`src/rtl/clock_period_meter.sv`:
```
// Measures the high time, low time and period of a slow square wave in clk cycles,
// and flags a stable (locked) period or a stalled input.
//
// state     | meaning
// WAIT_EDGE | idle; a rising edge starts a new measurement
// HIGH      | counting the high half-period
// LOW       | counting the low half-period; the next rise completes a period
module clock_period_meter #(
  parameter int unsigned W           = 32,
  parameter int unsigned TIMEOUT     = 1000000,
  parameter int unsigned SYNC_STAGES = 2
) (
  input  logic         clk,
  input  logic         rst_n,
  input  logic         sig_in,
  output logic [W-1:0] high_len,
  output logic [W-1:0] low_len,
  output logic [W:0]   period,
  output logic [W-1:0] delay_est,
  output logic         duty_sym,
  output logic         valid,
  output logic         locked,
  output logic         stalled
);

  typedef enum logic [1:0] {WAIT_EDGE, HIGH, LOW} state_t;

  localparam logic [W-1:0] TO = W'(TIMEOUT);

  state_t       state;
  logic         sig_s;
  logic         prev;
  logic         rise;
  logic         fall;
  logic [W-1:0] cnt;
  logic [W-1:0] hcnt;
  logic [W:0]   prev_period;
  logic [W:0]   sum;

  generate
    if (SYNC_STAGES == 0) begin : g_bypass
      assign sig_s = sig_in;
    end else begin : g_sync
      logic [SYNC_STAGES-1:0] sync_q;
      always_ff @(posedge clk) begin
        if (!rst_n) begin
          sync_q <= '0;
        end else begin
          sync_q[0] <= sig_in;
          for (int i = 1; i < SYNC_STAGES; i++) sync_q[i] <= sync_q[i-1];
        end
      end
      assign sig_s = sync_q[SYNC_STAGES-1];
    end
  endgenerate

  assign rise = sig_s & ~prev;
  assign fall = ~sig_s & prev;
  assign sum  = {1'b0, hcnt} + {1'b0, cnt};

  always_ff @(posedge clk) begin
    if (!rst_n) begin
      state       <= WAIT_EDGE;
      prev        <= 1'b0;
      cnt         <= '0;
      hcnt        <= '0;
      prev_period <= '0;
      high_len    <= '0;
      low_len     <= '0;
      period      <= '0;
      delay_est   <= '0;
      duty_sym    <= 1'b0;
      valid       <= 1'b0;
      locked      <= 1'b0;
      stalled     <= 1'b0;
    end else begin
      prev  <= sig_s;
      valid <= 1'b0;
      case (state)
        WAIT_EDGE: begin
          cnt <= '0;
          if (rise) begin
            cnt   <= W'(1);
            state <= HIGH;
          end
        end
        HIGH: begin
          // An edge wins over timeout so a half-period of exactly TIMEOUT is measured.
          if (fall) begin
            hcnt  <= cnt;
            cnt   <= W'(1);
            state <= LOW;
          end else if (cnt == TO) begin
            stalled     <= 1'b1;
            locked      <= 1'b0;
            prev_period <= '0;
            cnt         <= '0;
            state       <= WAIT_EDGE;
          end else begin
            cnt <= cnt + W'(1);
          end
        end
        LOW: begin
          if (rise) begin
            high_len    <= hcnt;
            low_len     <= cnt;
            period      <= sum;
            delay_est   <= hcnt - W'(1);
            duty_sym    <= (hcnt == cnt);
            valid       <= 1'b1;
            stalled     <= 1'b0;
            locked      <= (sum == prev_period);
            prev_period <= sum;
            cnt         <= W'(1);
            state       <= HIGH;
          end else if (cnt == TO) begin
            stalled     <= 1'b1;
            locked      <= 1'b0;
            prev_period <= '0;
            cnt         <= '0;
            state       <= WAIT_EDGE;
          end else begin
            cnt <= cnt + W'(1);
          end
        end
        default: state <= WAIT_EDGE;
      endcase
    end
  end

endmodule

```
`config.mk`:
```
export PLATFORM = sky130hd
export DESIGN_NAME = clock_period_meter
export DESIGN_NICKNAME = d
export VERILOG_FILES = /design/src/rtl/clock_period_meter.sv
export SDC_FILE = /design/constraint.sdc
export NUM_CORES = 1
export LEC_CHECK = 0
export BUFFER_PORTS_ARGS = -buffer_cell sky130_fd_sc_hd__buf_2
export CORE_ASPECT_RATIO = 1.75
export CORE_UTILIZATION = 53
export CTS_CLUSTER_DIAMETER = 200
export CTS_CLUSTER_SIZE = 12
export DETAILED_ROUTE_END_ITERATION = 7
export HOLD_SLACK_MARGIN = 0.15
export PLACE_DENSITY = 0.76
export SLEW_MARGIN = 20
export SYNTH_ARGS = -nofsm -noshare
export SYNTH_HDL_FRONTEND = slang
export SYNTH_SLANG_ARGS = --single-unit
```
`constraint.sdc`:
```
create_clock -name clk -period 3.1 [get_ports clk]
set_input_delay 0.62 -clock clk [delete_from_list [all_inputs] [get_ports clk]]
set_output_delay 0.62 -clock clk [all_outputs]
set_load 0.1 [all_outputs]
```
* Word-level counts from Yosys, hierarchy flattened
Index checks and enable logic that the tools add are counted.
W data, S select, Z words.
** Word-level totals
- Word-level logic and storage cells :: 58
- Flip-flop bits (word level) :: 235
- Input bits :: 3
- Output and inout bits :: 133
** Operators by class
- Bitwise operators :: 4
- Eq/ne operators :: 7
- Reduce and logical (&&, ||, !) cells :: 7
- Add/subtract/negate cells :: 3
- Mux-type cells :: 23
** Operators by type and width (count)
- $mux W33 :: 3
- $mux W32 :: 3
- $pmux W32 S3 :: 1
- $pmux W33 S2 :: 1
- $add A32 B32 Y33 :: 1
- $eq A33 B33 Y1 :: 1
- $add A32 B1 Y32 const B :: 1
- $eq A32 B20 Y1 const B :: 1
- $eq A32 B32 Y1 :: 1
- $sub A32 B1 Y32 const B :: 1
- $mux W1 :: 8
- $mux W2 :: 4
- $reduce_and A2 Y1 :: 4
- $pmux W2 S3 :: 1
- $ne A2 B2 Y1 const B :: 2
- $pmux W1 S2 :: 2
- $reduce_bool A3 Y1 :: 1
- $and A1 B1 Y1 :: 2
- $eq A2 B1 Y1 const B :: 1
- $eq A2 B2 Y1 const B :: 1
- $logic_not A2 Y1 :: 1
- $not A1 Y1 :: 2
- $reduce_bool A2 Y1 :: 1

* Logic depth before layout (Yosys ltp)
- Word-level depth :: 4
- Depth in mapped cells :: 13
- Mapped depth without buffers :: 13

* Least setup slack after synthesis
No wires, ideal clock.
- Kind :: flip-flop to flip-flop
- From :: register cnt[0]
- To :: register locked
- Library setup time :: 0.076 ns
- Path slack :: 0.170 ns
- Data required time :: 3.024 ns
- Clock period less this slack :: 2.930 ns
- Buffers on the path :: 0
- Arrival time :: 2.853 ns
- Stages on the path, launching flop included :: 14
- Cell sequence :: dfxtp_1 > ha_1 > inv_1 > fa_1 > nand2b_1 > a21boi_0 > o21ai_1 > and3_1 > o31a_1 > a311oi_1 > xor2_1 > xnor2_1 > nand4_1 > o22ai_1
** Between the ends
- Word-level cells in the longest chain between the ends :: 4
- Elaborated cells between the ends (all ways) :: 7
- Classes of those cells :: add/sub: 1; eq/ne: 2; mux: 4
** RTL lines
- start: declaration :: line 35 : logic [W-1:0] cnt;
- start signal: assignment :: line 100 : cnt <= cnt + W'(1);
- start signal: assignment :: line 123 : cnt <= cnt + W'(1);
- $add A32 B32 Y33 or $eq A32 B20 Y1 (tied branches) :: line 59, 93, 116
- $eq A33 B33 Y1 or $mux W1 (tied branches)
- $mux W1 (on tied branches)
- $pmux W1 S2 (*) :: line 79 : case (state)
- end signal: assignment :: line 112 : locked <= (sum == prev_period);
- end: declaration :: line 22 : output logic locked,
Mark *: on every way between the ends. The rest lies on a longest branch, timed or not. The select of a mux whose other input is x is not followed.
A chain may end at the register's enable or synchronous reset.

* Worst setup path in the final report
Ends and elaborated chain as after synthesis.

==> impl_metrics.env <==
export IMPL_synth_top_area_share_pct=39.1
export IMPL_start_util_pct=54.3
export IMPL_r2r_start="cnt[0]$_SDFFE_PN0P_"
export IMPL_num_antenna_cells=0
export IMPL_grt_pass1_wl_um=61400
export IMPL_setup_viol=0
export IMPL_maxSlewViolCount=0
export IMPL_clockPowerShare_pct=43.7
export IMPL_synthAdderAreaFrac_pct=4.32
export IMPL_viasPerCell=5.77
export IMPL_syn_nets=1606
export IMPL_clock_sinks=235
export IMPL_hold_violations=0
export IMPL_track_usage_pct=33.9
export IMPL_synth_xor_area_share_pct=8.14
export IMPL_pwr_share_comb_pct=1.6
export IMPL_numPortBuffers=135
export IMPL_die_y_um=201
export IMPL_swShare_pct=21.4
export IMPL_clock_root_buffer="clkbuf_16"
export IMPL_gp_congestion=0.971
export IMPL_max_cap_viol_count=0
export IMPL_holdCritPathClass="input port to flop"
export IMPL_antenna_found_initial=0
export IMPL_firstDrtPassIters=5
export IMPL_period_minus_slack_ns=3.09
export IMPL_insertion_delay_ns=0.52
export IMPL_grt_max_degree=141
export IMPL_ys_ff_latch=235
export IMPL_syn_area_per_cell_sq_um=7.71
export IMPL_period_share_pct=99.6
export IMPL_tritoncts="built"
export IMPL_whs_ns=0.364
export IMPL_clock_skew_final_ns=0.0107
export IMPL_design_area_sq_um=14900
export IMPL_cts_max_level=1
export IMPL_synth_simple_area_share_pct=24.8
export IMPL_critical_path_class="flop to flop"
export IMPL_synth_compound_area_share_pct=19.2
export IMPL_synth_top_family_by_area="simple AND/OR/NAND/NOR gates"
export IMPL_syn_to_final_growth_pct=24.0
export IMPL_hpwlAfterDp_um=29600
export IMPL_tightest_slew_ns=0.828
export IMPL_die_width_um=116
export IMPL_worstSetupStartpointType="flop"
export IMPL_synth_distinct_cells=76
export IMPL_wl_per_cell_um=18.7
export IMPL_p_leak_uw=0.00624
export IMPL_postLayoutCoreUtil_pct=67.4
export IMPL_hold_buffers=0
export IMPL_ys_warn_count=0
export IMPL_synth_area_leader_cell="dfxtp_1"
export IMPL_clock_path_buffers=3
export IMPL_synth_edff_count=0
export IMPL_place_area_sq_um=14200
export IMPL_max_freq_mhz=324
export IMPL_post_cts_repair_setup_buffers=0
export IMPL_seqPwrFrac_pct=54.7
export IMPL_floorplan_io_pins=136
export IMPL_worstHoldStart="sig_in"
export IMPL_ir_worst_vdd_uv=421
export IMPL_setup_tns_ns=0
export IMPL_yosys_top_cells_count="283 x nand2_1, 235 x dfxtp_1, 201 x a21oi_1"
export IMPL_clkTransAtPathRegs_ns=0.07
export IMPL_setup_ws_ns=0.0132
export IMPL_powerDensity_nw_per_um2=370
export IMPL_pre_cts_ws_ns=-0.178
export IMPL_nNetsFinal=1856
export IMPL_synth_area_leaders="dfxtp_1 39%, nand2_1 8.8%, a21oi_1 8.4%, nor2_1 6.2%, xnor2_1 4.3%"
export IMPL_crit_path_start="cnt[0]$_SDFFE_PN0P_"
export IMPL_outcome="finished clean"
export IMPL_async_flop_share_pct=0
export IMPL_dieArea_sq_um=23400
export IMPL_ant_nets=0
export IMPL_route_detailed_drc=0
export IMPL_rows=72
export IMPL_drt_iter0_drc=839
export IMPL_cp_arrival_ns=3.54
export IMPL_yosysSeqAreaShare_pct=39.1
export IMPL_internal_power_uw=4350
export IMPL_layout_drive_gt1_share_pct=21.9
export IMPL_synthMuxAreaShare_pct=0.249
export IMPL_grt_pass1_vias=11566
export IMPL_cts_made_buffers=23
export IMPL_power_switching_uw=1180
export IMPL_required_ns=3.55
export IMPL_grt_setup_unrepaired="yes"
export IMPL_synth_most_common_cell="nand2_1"
export IMPL_end_kind="flop"
export IMPL_wl_um=39300
export IMPL_fp_coreArea_sq_um=22200
export IMPL_grt_overflow_total=0
export IMPL_synthCells=1562
export IMPL_synth_ff_type="dfxtp_1"
export IMPL_relSlewSlack_pct=44.8
export IMPL_synth_area_sq_um=12000
export IMPL_vias=12164
export IMPL_critical_path_max_fanout=2
[cell usage in the layout, fill, tap and decap left out, types with 6 or more instances in the layout]
cell type / count
nor4_1: 21
nand3_1: 34
a31oi_1: 7
xnor3_1: 6
buf_4: 192
clkbuf_16: 23
a211oi_1: 30
a21oi_1: 200
nor3_1: 31
ha_1: 37
dfxtp_1: 232
o21ai_0: 42
nor2b_1: 7
nand2b_1: 7
a311oi_1: 7
nand2_1: 283
nor2_1: 198
buf_2: 135
inv_1: 23
and2_1: 12
xnor2_1: 58
a22oi_1: 9
o211ai_1: 6
or3_1: 11
xor2_1: 31
a21o_1: 18
and3_1: 8
nand4_1: 23
[stage by stage]
step	power (uW)	instances
2_1_floorplan	3150	1562
3_3_place_gp	3180	2083
3_5_place_dp	3180	2083
4_1_cts	5560	2107
5_1_grt	5690	2107
6_report	5530	2107
[power by group through the flow]
stage	clock network, uW	logic, uW	registers (uW)
3_3_place_gp	0	85.9	3090
5_1_grt	2570	94.6	3020
3_5_place_dp	0	86.6	3090
2_1_floorplan	0	56.5	3090
4_1_cts	2450	87.4	3030
6_report	2420	88.5	3030
[state kept, by name, summed over array words and instances, names as in the netlist]
signal         flops
prev_period       33
locked             1
duty_sym           1
delay_est         32
hcnt              32
g_sync.sync_q      2
state              2
valid              1
prev               1
cnt               32
stalled            1
low_len           32
high_len          32
period            33
[final timing paths]
kind              slack, ns                           to  depth (start not counted)
hold reg to reg        0.45      low_len[4]$_SDFFE_PN0P_                          2
setup / recovery       0.01          locked$_SDFFE_PN0P_                         14
setup reg to reg       0.01          locked$_SDFFE_PN0P_                         14
hold / removal         0.36  g_sync.sync_q[0]$_SDFF_PN0_                          2
[kinds of logic after synthesis]
group / after synthesis
AOI/OAI and AO/OA: 382
xor gates and xnor gates: 99
adders and majority gates: 41
buffers and inverters: 132
DFF: 235
muxes: 3
and+or+nand+nor: 670
[final cells by class]
cell class                      instances  area [sq um]
Fill cell                            1919          7220
Sequential cell                       235          4710
Tap cell                              296           370
Inverter                               24          95.1
Timing Repair Buffer                  333          2230
Clock inverter                          1          7.51
Clock buffer                           23           576
Multi-Input combinational cell       1195          6950
[worst max-delay path: stages, from the launching register on]
cell and delay, ns:
dfxtp_2 0.35, ha_4 0.13, inv_1 0.05, fa_2 0.36, nand2b_1 0.19, buf_4 0.15, a21bo_2 0.20, a2111oi_0 0.40
nor3_1 0.13, xnor2_1 0.22, xor2_1 0.16, and4b_1 0.27, o2111a_1 0.19, nand4_1 0.11, o22ai_1 0.12
[per-layer routing]
layer  track usage, %  part of all wire (%)  up-vias
met2             60.2                    51      433
li1                 -                     -     5890
met5                0                     0        -
met4             17.7                   5.3        0
met3             3.22                   4.9      109
met1             39.4                    39     5732
[timing repair]
action                     4_1_cts  5_1_grt
pin swaps                        4        5
setup endpoints to repair        5        4
resized for setup               12       11
Power figures use the tool's default switching activity.
